--- config.mk ---
export PLATFORM = sky130hd
export DESIGN_NAME = fetch_stage
export DESIGN_NICKNAME = d
export VERILOG_FILES = /design/src/rtl/fetch_stage.sv
export SDC_FILE = /design/constraint.sdc
export NUM_CORES = 1
export LEC_CHECK = 0
export BUFFER_PORTS_ARGS = -buffer_cell sky130_fd_sc_hd__buf_4
export CORE_MARGIN = 2
export CORE_UTILIZATION = 61
export CTS_CLUSTER_DIAMETER = 150
export DETAILED_ROUTE_END_ITERATION = 8
export MAX_ROUTING_LAYER = met4
export PLACE_DENSITY = 0.85
export SLEW_MARGIN = 20
export SYNTH_ARGS = -nofsm -noshare
export SYNTH_HDL_FRONTEND = slang
export SYNTH_SLANG_ARGS = --single-unit
--- constraint.sdc ---
create_clock -name clk -period 9.3 [get_ports clk]
set_clock_uncertainty 0.2 [all_clocks]
set_input_delay 0 -clock clk [delete_from_list [all_inputs] [get_ports clk]]
set_output_delay 0 -clock clk [all_outputs]
set_load 0.01 [all_outputs]
--- src/rtl/fetch_stage.sv ---
// IF stage: owns the PC, single-outstanding imem req/ack, one-entry skid buffer, IF/ID register.
// Optional macro FETCH_PERF_CNT_EN adds fetched_count / bubble_count outputs.
module fetch_stage #(
  parameter logic [31:0] RESET_PC = 32'h0000_0000,
  parameter logic [31:0] NOP_WORD = 32'h0000_0020
) (
  input  logic        clk,
  input  logic        reset,
  input  logic        stall,
  input  logic        branchTaken,
  input  logic [31:0] branchPCOffset,
  output logic        imem_req,
  output logic [31:0] imem_addr,
  input  logic        imem_ack,
  input  logic [31:0] imem_rdata,
  output logic [31:0] IFIDIR,
  output logic [31:0] IFIDPC
`ifdef FETCH_PERF_CNT_EN
  ,
  output logic [31:0] fetched_count,
  output logic [31:0] bubble_count
`endif
);

  typedef enum logic [1:0] {
    ST_IDLE = 2'd0,
    ST_BUSY = 2'd1,
    ST_DROP = 2'd2
  } state_e;

  state_e      state_q, state_d;
  logic        req_q;
  logic [31:0] fetch_pc_q, fetch_pc_d;
  logic [31:0] req_addr_q, req_addr_d;
  logic        buf_valid_q, buf_valid_d;
  logic [31:0] buf_word_q, buf_word_d;
  logic [31:0] buf_pc_q, buf_pc_d;
  logic [31:0] ir_q, ir_d;
  logic [31:0] pc_q, pc_d;
  logic        ack_s;
  logic        ack_busy_s;
  logic        try_launch_s;
  logic        load_word_s;
  logic        load_bubble_s;

  // Next-state: IF/ID load, skid buffer, PC and request FSM
  always_comb begin
    state_d       = state_q;
    fetch_pc_d    = fetch_pc_q;
    req_addr_d    = req_addr_q;
    buf_valid_d   = buf_valid_q;
    buf_word_d    = buf_word_q;
    buf_pc_d      = buf_pc_q;
    ir_d          = ir_q;
    pc_d          = pc_q;
    try_launch_s  = 1'b0;
    load_word_s   = 1'b0;
    load_bubble_s = 1'b0;
    ack_s         = imem_ack && (state_q != ST_IDLE);
    ack_busy_s    = ack_s && (state_q == ST_BUSY);

    if (stall) begin
      if (ack_busy_s) begin
        buf_valid_d = 1'b1;
        buf_word_d  = imem_rdata;
        buf_pc_d    = req_addr_q + 32'd4;
        fetch_pc_d  = req_addr_q + 32'd4;
      end else begin
        buf_valid_d = buf_valid_q;
      end
    end else if (branchTaken) begin
      ir_d          = NOP_WORD;
      load_bubble_s = 1'b1;
      fetch_pc_d    = pc_q + branchPCOffset;
      buf_valid_d   = 1'b0;
    end else if (buf_valid_q) begin
      // Buffered word goes first; a simultaneous ack word refills the buffer
      ir_d        = buf_word_q;
      pc_d        = buf_pc_q;
      load_word_s = 1'b1;
      if (ack_busy_s) begin
        buf_word_d = imem_rdata;
        buf_pc_d   = req_addr_q + 32'd4;
        fetch_pc_d = req_addr_q + 32'd4;
      end else begin
        buf_valid_d = 1'b0;
      end
    end else if (ack_busy_s) begin
      ir_d        = imem_rdata;
      pc_d        = req_addr_q + 32'd4;
      fetch_pc_d  = req_addr_q + 32'd4;
      load_word_s = 1'b1;
    end else begin
      ir_d          = NOP_WORD;
      load_bubble_s = 1'b1;
    end

    case (state_q)
      ST_IDLE: begin
        try_launch_s = 1'b1;
      end
      ST_BUSY, ST_DROP: begin
        if (ack_s) begin
          try_launch_s = 1'b1;
        end else if (!stall && branchTaken) begin
          state_d = ST_DROP;
        end else begin
          state_d = state_q;
        end
      end
      default: begin
        state_d = ST_IDLE;
      end
    endcase

    if (try_launch_s) begin
      if (!buf_valid_d) begin
        state_d    = ST_BUSY;
        req_addr_d = fetch_pc_d;
      end else begin
        state_d = ST_IDLE;
      end
    end else begin
      req_addr_d = req_addr_q;
    end
  end

  // Pipeline state registers
  always_ff @(posedge clk or posedge reset) begin
    if (reset) begin
      state_q     <= ST_IDLE;
      req_q       <= 1'b0;
      fetch_pc_q  <= RESET_PC;
      req_addr_q  <= RESET_PC;
      buf_valid_q <= 1'b0;
      buf_word_q  <= NOP_WORD;
      buf_pc_q    <= RESET_PC + 32'd4;
      ir_q        <= NOP_WORD;
      pc_q        <= RESET_PC + 32'd4;
    end else begin
      state_q     <= state_d;
      req_q       <= (state_d != ST_IDLE);
      fetch_pc_q  <= fetch_pc_d;
      req_addr_q  <= req_addr_d;
      buf_valid_q <= buf_valid_d;
      buf_word_q  <= buf_word_d;
      buf_pc_q    <= buf_pc_d;
      ir_q        <= ir_d;
      pc_q        <= pc_d;
    end
  end

  assign imem_req  = req_q;
  assign imem_addr = req_addr_q;
  assign IFIDIR    = ir_q;
  assign IFIDPC    = pc_q;

`ifdef FETCH_PERF_CNT_EN
  logic [31:0] fetched_q;
  logic [31:0] bubble_q;

  // Free-running wrap-around performance counters
  always_ff @(posedge clk or posedge reset) begin
    if (reset) begin
      fetched_q <= 32'd0;
      bubble_q  <= 32'd0;
    end else begin
      fetched_q <= fetched_q + {31'd0, load_word_s};
      bubble_q  <= bubble_q + {31'd0, load_bubble_s};
    end
  end

  assign fetched_count = fetched_q;
  assign bubble_count  = bubble_q;
`else
  logic unused_perf_s;
  assign unused_perf_s = load_word_s ^ load_bubble_s;
`endif

endmodule

# After elaboration in Yosys (flattened, before gate mapping)
# Index checks and enable logic that the tools add are counted.
[totals]
regBits = 196
[classes]
mux = 28
reduce_logical = 13
eq_ne = 3
bitwise_logic = 3
add_sub_neg = 2
[op_table]
columns = ["op", "count"]
rows = [
  ["$mux W32", 16],
  ["$add A32 B3 Y32 const B", 1],
  ["$add A32 B32 Y32", 1],
  ["$reduce_bool A2 Y1", 4],
  ["$mux W1", 7],
  ["$mux W2", 3],
  ["$pmux W2 S2", 1],
  ["$reduce_and A2 Y1", 2],
  ["$logic_and A1 B1 Y1", 3],
  ["$not A1 Y1", 3],
  ["$reduce_and A3 Y1", 1],
  ["$eq A2 B1 Y1 const B", 1],
  ["$eq A2 B2 Y1 const B", 1],
  ["$logic_not A2 Y1", 1],
  ["$ne A2 B2 Y1 const B", 1],
  ["$pmux W1 S2", 1],
  ["$reduce_or A2 Y1", 1],
  ["$logic_not A1 Y1", 1],
]

# Depth between registers and ports, before layout
[logic_depth]
word_depth = 10
depth_mapped = 10
depth_no_buf = 9

# Worst setup path before layout
# Ideal clock, no wire load.
[synth_timing]
path_kind = "register to register"
from = "reg pc_q[0] (netlist: IFIDPC[0])"
to = "reg req_addr_q[28] (netlist: imem_addr[28])"
setup_time_ps = 125
path_slack_ps = 6209
stages_incl_launch_ff = 10
path_buffers = 0
required_ps = 8975
arrival_time_ps = 2766
path_cell_list = "dfrtp_1 ha_1 fa_1 a211oi_2 o211ai_2 a41oi_2 nor3_1 o211a_1 or4_4 mux2_4"
[synth_between]
elab_chain_cells = 3
[synth_lines]
columns = ["element", "line_no", "rtl"]
rows = [
  ["from (decl)", "39", "logic [31:0] pc_q, pc_d;"],
  ["from (signal assigned)", "139", "pc_q <= RESET_PC + 32'd4;"],
  ["from (signal assigned)", "149", "pc_q <= pc_d;"],
  ["$add A32 B32 Y32", "74", "fetch_pc_d = pc_q + branchPCOffset;"],
  ["$mux W32", "71", "end else if (branchTaken) begin"],
  ["$mux W32", "62", "if (stall) begin"],
  ["via fetch_pc_d[28]", "33", "logic [31:0] fetch_pc_q, fetch_pc_d;"],
  ["to (signal assigned)", "144", "req_addr_q <= req_addr_d;"],
  ["to (decl)", "34", "logic [31:0] req_addr_q, req_addr_d;"],
]
# The timed path passes the listed nets, and every way through them passes these cells.
# A chain may end at the register's enable or synchronous reset.

# Final worst setup path
[layout_timing]
from = "reg pc_q[2] (netlist: IFIDPC[2])"
to = "reg fetch_pc_q[29]"
[layout_between]
elab_chain_cells = 3
[layout_lines]
columns = ["element", "line_no", "rtl"]
rows = [
  ["$add A32 B32 Y32", "74", ""],
  ["$mux W32", "71", ""],
  ["$mux W32", "62", ""],
  ["via fetch_pc_d[29]", "33", ""],
  ["to (signal assigned)", "143", "fetch_pc_q <= fetch_pc_d;"],
  ["to (decl)", "33", ""],
]
# The timed path passes the listed nets, and every way through them passes these cells.

==> results.cfg <==
[power_and_ir_drop]
powerDensity_nw_per_um2 = 337
finalPower_mw = 4.41
vdd_ir_drop_max_v = 0.000201
p_leak_nw = 5.96

[grt]
grt_max_degree = 129
grt_pass1_vias = 9373
overflow = 0
grt_pass1_wl_mm = 47.7
grtUsageTotal = 0.339
antenna_found_initial = 0

[synth]
async_flop_share = 1.00
mappedNetlistArea_sq_um = 10700
ys_ff_latch = 196
yosys_warnings = 0
synth_edf_count = 0
ys.flop_type = dfrtp_1
synth_top_area_share = 0.451
ys_seq_area_frac = 0.461
syn_inst = 1169
ys_types = 62
synth_common_cells = 200 x nand2_1, 192 x dfrtp_1, 126 x o21ai_0
synth.area.top_cells = dfrtp_1 45%, nand2_1 7.0%, mux2_2 6.1%, o21ai_0 5.9%, a21oi_1 4.2%
synth_area_per_cell_sq_um = 9.12
yosysMostFrequentCell = nand2_1
yosys.area.top_type = dfrtp_1
synth_nets = 1274

[clocking]
clk_pin_slew_ps = 80
clkSinkCount = 196
cts-root-buf = clkbuf_16
clock_latency_ps = 440
cts_tree = built
ctsHtreeMaxLevel = 4
cts_setup_buffers = 0
cts_max_path_buffers = 2
numCtsBuffers = 17

[route]
via_per_inst = 6.17
met1_length_mm = 12.7
drt-initial-drc-count = 884
wl_met3_mm = 2.14
vias = 9671
dr_wl_met2_mm = 14.5
remaining_drc_errors = 0
postRouteAntennaNets = 0
first_pass_iters = 5
top_layer = met4
routedWlPerCell_um = 19.2
finalWirelength_mm = 30.1

[placement]
dp_hpwl_mm = 19.7
io_buffers = 165
preCtsSetupSlack_ps = 5750
place_inst = 1484
place.gp.congestion = 0.951

[die]
io-pin-count = 166
die_h_um = 136
start_util = 0.621
die_w_um = 136
rows = 48
core_sq_um = 17200
die_area_sq_um = 18600

[timing]
fin_crit_sh = 0.392
fin_tns_setup_ps = 0
slew_headroom = 0.309
worst_pin_slew_ps = 1040
setup_viol = 0
fin_crit_ps = 3650
hold_violations = 0
drv_slew = 0
fmax_ghz = 0.274
worst_slack_ps = 5650
rsz0062_at_grt = no

[setup_path]
critical-path-slowest-cell = a2111oi_0
crit_top_cell = o21ai_1
required_ps = 9420
critPathLaunchType = register
slowest_delay_ps = 820
end_kind = register
path_max_fanout = 5
critPathArrivalTime_ps = 3770
crit_buf_inv = 1
critPathKind = reg2reg
worstPathCellList = ha_1 > o211ai_1 > o21ai_1 > o21ai_1 > a2111oi_0 > or4_1 > nand4_1 > dlygate4sd3_1
path_delay_family = compound AO/OA/AOI/OAI gates

[min_path]
hold_class = in2reg

[finish]
final_layout_size_suffix_gt1_frac = 0.212
nNetsFinal = 1434
final_cells = 1567
diodes = 0
final_util = 0.763
synthToLayoutAreaGrowth_pct = 22.9

[status]
outcome = finished clean

[run]
maxCapViolations = 0
## timing repair
item                      4_1_cts  5_1_grt
hold buffers                   51        0
resized for setup               0        0
hold endpoints to repair      208        0
## where the power goes
part	total [mW]	switching, mW	leakage (nW)	internal, mW
logic	2.09	1.18	3.22	0.914
clock network	0.770	0.396	0.303	0.374
registers	1.55	0.318	2.43	1.23
## through the flow
step | hold WS, ps | area (sq um)
finish | 23.1 | 13100
global route | 42.6 | 13100
CTS | 2.84 | 13100
detailed placement | 44.3 | 12000
global placement | 37.5 | 12000
floorplan | -49.4 | 10700
## layer usage
layer,track usage,vias to the layer above
li1,-,4469
met1,0.449,4711
met2,0.537,420
met3,0.0485,71
met4,0.122,0
met5,-,-
## kinds of logic (layout without fill, tap and decap cells)
logic type,count (synthesis),after routing,synth area share
AO/OA/AOI/OAI,329,329,0.186
adder cells (fa/ha/maj),36,36,0.0430
buffers and inverters,89,262,0.0318
XOR/XNOR,50,50,0.0411
flip-flops,196,196,0.461
multiplexers,69,69,0.0721
AND/OR/NAND/NOR,400,400,0.166
## layout make-up
type	instances	area, sq um
Clock buffer	17	425
Clock inverter	15	198
Fill cell	1170	4070
Inverter	7	33.8
Multi-Input combinational cell	884	5450
Sequential cell	196	4910
Tap cell	225	282
Timing Repair Buffer	223	1800
## sequential cells by signal (all words and copies together) (netlist names)
signal	cells
IFIDPC	32
buf_pc_q	32
buf_word_q	32
IFIDIR	32
fetch_pc_q	32
imem_addr	32
imem_req	1
state_q	2
buf_valid_q	1
## final timing paths
path / cells after the start / endpoint / slack [ps] / from
worst max-delay path: 8 / fetch_pc_q[29] / 5650 / IFIDPC[2]
max in group asynchronous: 4 / buf_pc_q[20] / 7430 / reset
worst min register to register: 2 / IFIDIR[5] / 270 / IFIDIR[5]
worst min-delay path: 4 / fetch_pc_q[27] / 20 / branchPCOffset[27]
worst max register to register: 8 / fetch_pc_q[29] / 5650 / IFIDPC[2]
min in group asynchronous: 3 / IFIDPC[8] / 50 / reset
## cells in the final DEF, fill, tap and decap left out, types with 4 or more instances in the layout
cell,n
dlygate4sd3_1,51
clkbuf_16,17
and3_1,5
a21o_1,19
o21ai_0,126
dfstp_2,4
a211oi_1,12
a211o_1,10
clkinv_8,4
ha_1,35
or3_1,5
and4_1,5
o2111ai_1,5
or2_2,5
o211ai_1,10
nor3_1,10
or4_1,4
nor2b_1,5
inv_1,6
nand4_1,29
dfrtp_1,191
o21ai_1,4
o21bai_1,6
a21oi_1,89
nor2_1,92
mux2i_1,10
a31oi_1,8
xor2_1,26
nand3_1,20
o21a_1,6
and2_1,6
xnor2_1,24
mux2_2,58
nand2_1,200
buf_4,172
inv_8,5
## tightest hold or removal path: cells and delay by family
family	cells	cell delay [ps]
AOI/OAI and AO/OA	1	100
adders and majority gates	1	310
buffers and inverters	1	100
and+or+nand+nor	1	100
Power figures use the tool's default switching activity.
